**src/rtl/shiftadd_mul_param.sv**
```systemverilog
// Sequential shift-and-add multiplier with WIDTH-bit operands and per-operation signed mode.
// Valid/ready handshake on both sides. Latency is fixed: WIDTH add/shift cycles, then one sign-fix cycle.
module shiftadd_mul_param #(
   parameter int WIDTH = 8,
   parameter int CNT_W = $clog2(WIDTH + 1)
) (
   input  logic               clk,
   input  logic               rst,
   input  logic               in_valid,
   output logic               in_ready,
   input  logic [WIDTH-1:0]   a,
   input  logic [WIDTH-1:0]   b,
   input  logic               is_signed,
   output logic               out_valid,
   input  logic               out_ready,
   output logic [2*WIDTH-1:0] product,
   output logic               busy
);

   typedef enum logic [1:0] {IDLE, CALC, FIX, DONE} state_t;

   state_t               state_q, state_d;
   logic                 neg_q, neg_d;
   logic [WIDTH-1:0]     mcand_q, mcand_d;
   logic [WIDTH-1:0]     acc_q, acc_d;
   logic [WIDTH-1:0]     mq_q, mq_d;
   logic [CNT_W-1:0]     cnt_q, cnt_d;
   logic [2*WIDTH-1:0]   r_q, r_d;

   logic [WIDTH:0]       sum;
   logic [WIDTH-1:0]     a_mag, b_mag;
   logic [2*WIDTH-1:0]   prod_raw;

   always_comb begin
      state_d  = state_q;
      neg_d    = neg_q;
      mcand_d  = mcand_q;
      acc_d    = acc_q;
      mq_d     = mq_q;
      cnt_d    = cnt_q;
      r_d      = r_q;
      // The most negative operand's magnitude still fits as WIDTH-bit unsigned.
      a_mag    = (is_signed && a[WIDTH-1]) ? -a : a;
      b_mag    = (is_signed && b[WIDTH-1]) ? -b : b;
      sum      = {1'b0, acc_q} + (mq_q[0] ? {1'b0, mcand_q} : '0);
      prod_raw = {acc_q, mq_q};

      unique case (state_q)
         IDLE: begin
            if (in_valid) begin
               neg_d   = is_signed & (a[WIDTH-1] ^ b[WIDTH-1]);
               mcand_d = a_mag;
               mq_d    = b_mag;
               acc_d   = '0;
               cnt_d   = CNT_W'(WIDTH);
               state_d = CALC;
            end
         end
         CALC: begin
            // Carry lands in the accumulator MSB; the sum LSB shifts into the multiplier register.
            acc_d = sum[WIDTH:1];
            mq_d  = {sum[0], mq_q[WIDTH-1:1]};
            cnt_d = cnt_q - CNT_W'(1);
            if (cnt_q == CNT_W'(1)) state_d = FIX;
         end
         FIX: begin
            r_d     = neg_q ? -prod_raw : prod_raw;
            state_d = DONE;
         end
         DONE: begin
            if (out_ready) state_d = IDLE;
         end
         default: state_d = IDLE;
      endcase
   end

   always_ff @(posedge clk) begin
      if (rst) begin
         state_q <= IDLE;
         neg_q   <= 1'b0;
         mcand_q <= '0;
         acc_q   <= '0;
         mq_q    <= '0;
         cnt_q   <= '0;
         r_q     <= '0;
      end else begin
         state_q <= state_d;
         neg_q   <= neg_d;
         mcand_q <= mcand_d;
         acc_q   <= acc_d;
         mq_q    <= mq_d;
         cnt_q   <= cnt_d;
         r_q     <= r_d;
      end
   end

   assign in_ready  = (state_q == IDLE);
   assign out_valid = (state_q == DONE);
   assign busy      = (state_q == CALC) || (state_q == FIX);
   assign product   = out_valid ? r_q : '0;

endmodule

```
**config.mk**
```make
export PLATFORM = sky130hd
export DESIGN_NAME = shiftadd_mul_param
export DESIGN_NICKNAME = d
export VERILOG_FILES = /design/src/rtl/shiftadd_mul_param.sv
export SDC_FILE = /design/constraint.sdc
export NUM_CORES = 1
export LEC_CHECK = 0
export BUFFER_PORTS_ARGS = -buffer_cell sky130_fd_sc_hd__buf_4
export CAP_MARGIN = 20
export CORE_ASPECT_RATIO = 1.2
export CORE_UTILIZATION = 45
export CTS_CLUSTER_SIZE = 20
export DETAILED_ROUTE_END_ITERATION = 6
export PLACE_DENSITY = 0.68
export SETUP_SLACK_MARGIN = 0.15
export SLEW_MARGIN = 20
export SYNTH_ARGS = -nofsm -noshare
export SYNTH_HDL_FRONTEND = slang
export SYNTH_SLANG_ARGS = --single-unit
export TNS_END_PERCENT = 1
```
**constraint.sdc**
```tcl
create_clock -name clk -period 2.7 [get_ports clk]
set_input_delay 0.135 -clock clk [delete_from_list [all_inputs] [get_ports clk]]
set_output_delay 0.135 -clock clk [all_outputs]
set_load 0.05 [all_outputs]
```
==> flow_metrics.env <==
export IMPL_cp_arrival_ps=2420
export IMPL_hp_start="a[0]"
export IMPL_reg2regPathDepth=8
export IMPL_critPathSlowestCell="dfxtp_1"
export IMPL_fin_skew_ps=6.158
export IMPL_final_setup_tns_ps=0
export IMPL_grt_pass1_wl_um=10460
export IMPL_synth_top_family_by_area="simple AND/OR/NAND/NOR gates"
export IMPL_worstMarginPinSlew_ps=541.1
export IMPL_routed_wl_um=6174
export IMPL_crit_type="flip-flop to flip-flop"
export IMPL_grt_busiest_layer="met2"
export IMPL_track_usage_pct=19.54
export IMPL_antenna_left=0
export IMPL_post_cts_buffers=0
export IMPL_setup_viol=0
export IMPL_portBuffers=39
export IMPL_dpl_hpwl_um=4566
export IMPL_p_per_area_nw_per_um2=864.0
export IMPL_reg2reg_to="acc_q[5]$_SDFFE_PP0P_"
export IMPL_max_stage_delay_ps=420
export IMPL_grt_overflow_total=0
export IMPL_critPathMostFrequentCell="a21oi_1"
export IMPL_antenna_found_initial=0
export IMPL_p_leak_uw=0.001383
export IMPL_cts_hold_buf=0
export IMPL_hp_class="input port to flip-flop"
export IMPL_drive_gt1_share_pct=14.58
export IMPL_crit_fanout=12
export IMPL_wire_per_inst_um=13.05
export IMPL_htreeDepth=2
export IMPL_r2r_start="mq_q[0]$_SDFFE_PP0P_"
export IMPL_numCtsBuffers=5
export IMPL_clk_path_buf_depth=2
export IMPL_min_period_over_period_pct=82.07
export IMPL_drtIter0Drc=101
export IMPL_start_kind="flip-flop"
export IMPL_final_nets=429
export IMPL_max_freq_mhz=451.3
export IMPL_synthAdderAreaFrac_pct=8.007
export IMPL_fp_dieW_um=75.37
export IMPL_rsz0062_at_grt="no"
export IMPL_area_growth_synth_to_final_pct=15.15
export IMPL_num_fill_cells=630
export IMPL_ys_ff_latch=47
export IMPL_vias=2521
export IMPL_cts_root_buf="clkbuf_8"
export IMPL_grt_max_degree=48
export IMPL_status="complete, no violations"
export IMPL_cp_num_buf_inv=0
export IMPL_antenna_cells=0
export IMPL_gp_congestion=0.8510
export IMPL_slew_limit_headroom_pct=63.92
export IMPL_synthXorXnorAreaFrac_pct=7.835
export IMPL_cts_tree="yes"
export IMPL_floorplan_initialDensity_pct=47.43
export IMPL_use_met1_pct=24.51
export IMPL_ir_drop_mv=0.3989
export IMPL_yosys_area_top_type_share_pct=32.37
export IMPL_ys_seq_area_share_pct=32.37
export IMPL_ios=40
export IMPL_cp_end_kind="flip-flop"
export IMPL_core_area_um2=6128
export IMPL_synth_top_area_cell="dfxtp_1"
export IMPL_die_area_um2=6786
export IMPL_met2_usage_pct=32.89
export IMPL_r2r_slack_ps=480
export IMPL_rows=31
export IMPL_route_detailed_drc=0
export IMPL_maxCapViolations=0
export IMPL_synth_compound_area_share_pct=20.79
export IMPL_worstPathCellList="and2_1 > ha_1 > fa_1 > a21oi_1 > o21ai_0 > a21oi_1 > xnor2_1 > a32o_1"
export IMPL_cts_resized=0
export IMPL_ys_warn_count=0
export IMPL_gr_usage_met3_pct=3.587
export IMPL_path_clk_slew_ps=90
export IMPL_synth_avg_cell_area_um2=8.096
export IMPL_finalHoldViolations=0
export IMPL_crit_family="compound AO/OA/AOI/OAI gates"
export IMPL_grt_pass1_vias=2350
export IMPL_dr_pass1_iters=6
export IMPL_synthMuxAreaShare_pct=3.444
export IMPL_hold_ws_ps=128.7
export IMPL_whs_endpoint="mcand_q[0]$_SDFFE_PP0P_"
export IMPL_hold_path_depth=3
export IMPL_maxSlewViolCount=0
export IMPL_yosys_top_cells_area="dfxtp_1, ha_1, nor2_1"
export IMPL_required_ps=2900
export IMPL_netlist_instances=359
export IMPL_clock_latency_ps=300
export IMPL_yosysMostFrequentCell="dfxtp_1"
export IMPL_synth_common_cells="dfxtp_1, nor2_1, nand2_1"
export IMPL_synth_main_ff_cell="dfxtp_1"
export IMPL_min_period_ps=2216
export IMPL_synth_distinct_cells=47
export IMPL_via_per_inst=5.330
export IMPL_synth_nets=398
export IMPL_yosys_area_share_simple_pct=22.94
export IMPL_synth_edf_count=0
export IMPL_netlist_area_um2=2907
export IMPL_fin_util_pct=54.61
export IMPL_cts_sinks=47
export IMPL_die_h_um=90.04
export IMPL_synthArstFlopShare_pct=0
-- final cells by class --
class	instances	area (µm²)	share of cell area (%)
well taps	82	102.6	3.065
clock inverters	3	20.02	0.5981
clock buffers	5	68.82	2.056
multi-input cells	277	1832	54.73
inverters	16	60.06	1.794
repair buffers	43	322.8	9.645
flip-flops and latches	47	940.9	28.11
-- layout by cell type (no fill, tap or decap), types with 8 or more instances in the layout --
| cell | instances |
|---|---|
| xor2_1 | 18 |
| ha_1 | 17 |
| nor2_1 | 44 |
| o21ai_0 | 13 |
| buf_4 | 43 |
| a21oi_1 | 24 |
| nand2_1 | 32 |
| inv_1 | 16 |
| a211oi_1 | 17 |
| dfxtp_1 | 47 |
| mux2i_1 | 10 |
| xnor2_1 | 8 |
| and2_1 | 25 |
-- where the power goes --
part	leakage, µW	switching [µW]	internal (µW)
Combinational	0.000959	860	527
Clock	0.0000402	243	181
Sequential	0.000384	196	886
Total	0.00138	1300	1590
-- layer usage --
metal,vias to the layer above,wire [µm],part of all wire (%)
met5,-,0,0
met3,9,161,2.6
met2,43,3010,49
met4,0,99,1.6
met1,1147,2902,47
li1,1322,-,-
-- cells by family (layout without fill, tap and decap cells) --
group,count (synthesis),after routing
AOI/OAI and AO/OA,90,90
adders and majority gates,18,18
buffers and inverters,35,67
DFF,47,47
and+or+nand+nor,133,133
muxes,10,10
xor gates and xnor gates,26,26
-- worst max path at each step --
stage          depth (start not counted)                     to  slack, ps            startpoint
6_report                               8  acc_q[5]$_SDFFE_PP0P_        480  mq_q[0]$_SDFFE_PP0P_
5_1_grt                                8  acc_q[5]$_SDFFE_PP0P_        350  mq_q[0]$_SDFFE_PP0P_
4_1_cts                                8  acc_q[5]$_SDFFE_PP0P_        500  mq_q[0]$_SDFFE_PP0P_
3_5_place_dp                           8  acc_q[5]$_SDFFE_PP0P_        510  mq_q[0]$_SDFFE_PP0P_
3_3_place_gp                           8  acc_q[5]$_SDFFE_PP0P_        600  mq_q[0]$_SDFFE_PP0P_
2_1_floorplan                          9  acc_q[5]$_SDFFE_PP0P_        640  mq_q[0]$_SDFFE_PP0P_
-- tightest hold or removal path, stage by stage --
cell and delay, ps:
buf_4 130, nand2_1 60, a21oi_1 50
-- metrics by stage --
step | cell area, µm² | setup slack, ps | total power (µW) | instances
2_1_floorplan | 2907 | 637.7 | 2158 | 359
3_3_place_gp | 3258 | 596.0 | 2458 | 465
4_1_cts | 3347 | 502.0 | 2921 | 473
6_report | 3347 | 484.0 | 2892 | 473
5_1_grt | 3347 | 348.5 | 3137 | 473
3_5_place_dp | 3258 | 514.1 | 2491 | 465
-- state kept, by name, indices dropped and copies added, names as in the netlist --
signal and count:
acc_q 8, cnt_q 4, mcand_q 8, mq_q 8
neg_q 1, r_q 16, state_q 2
Power figures use the tool's default switching activity.
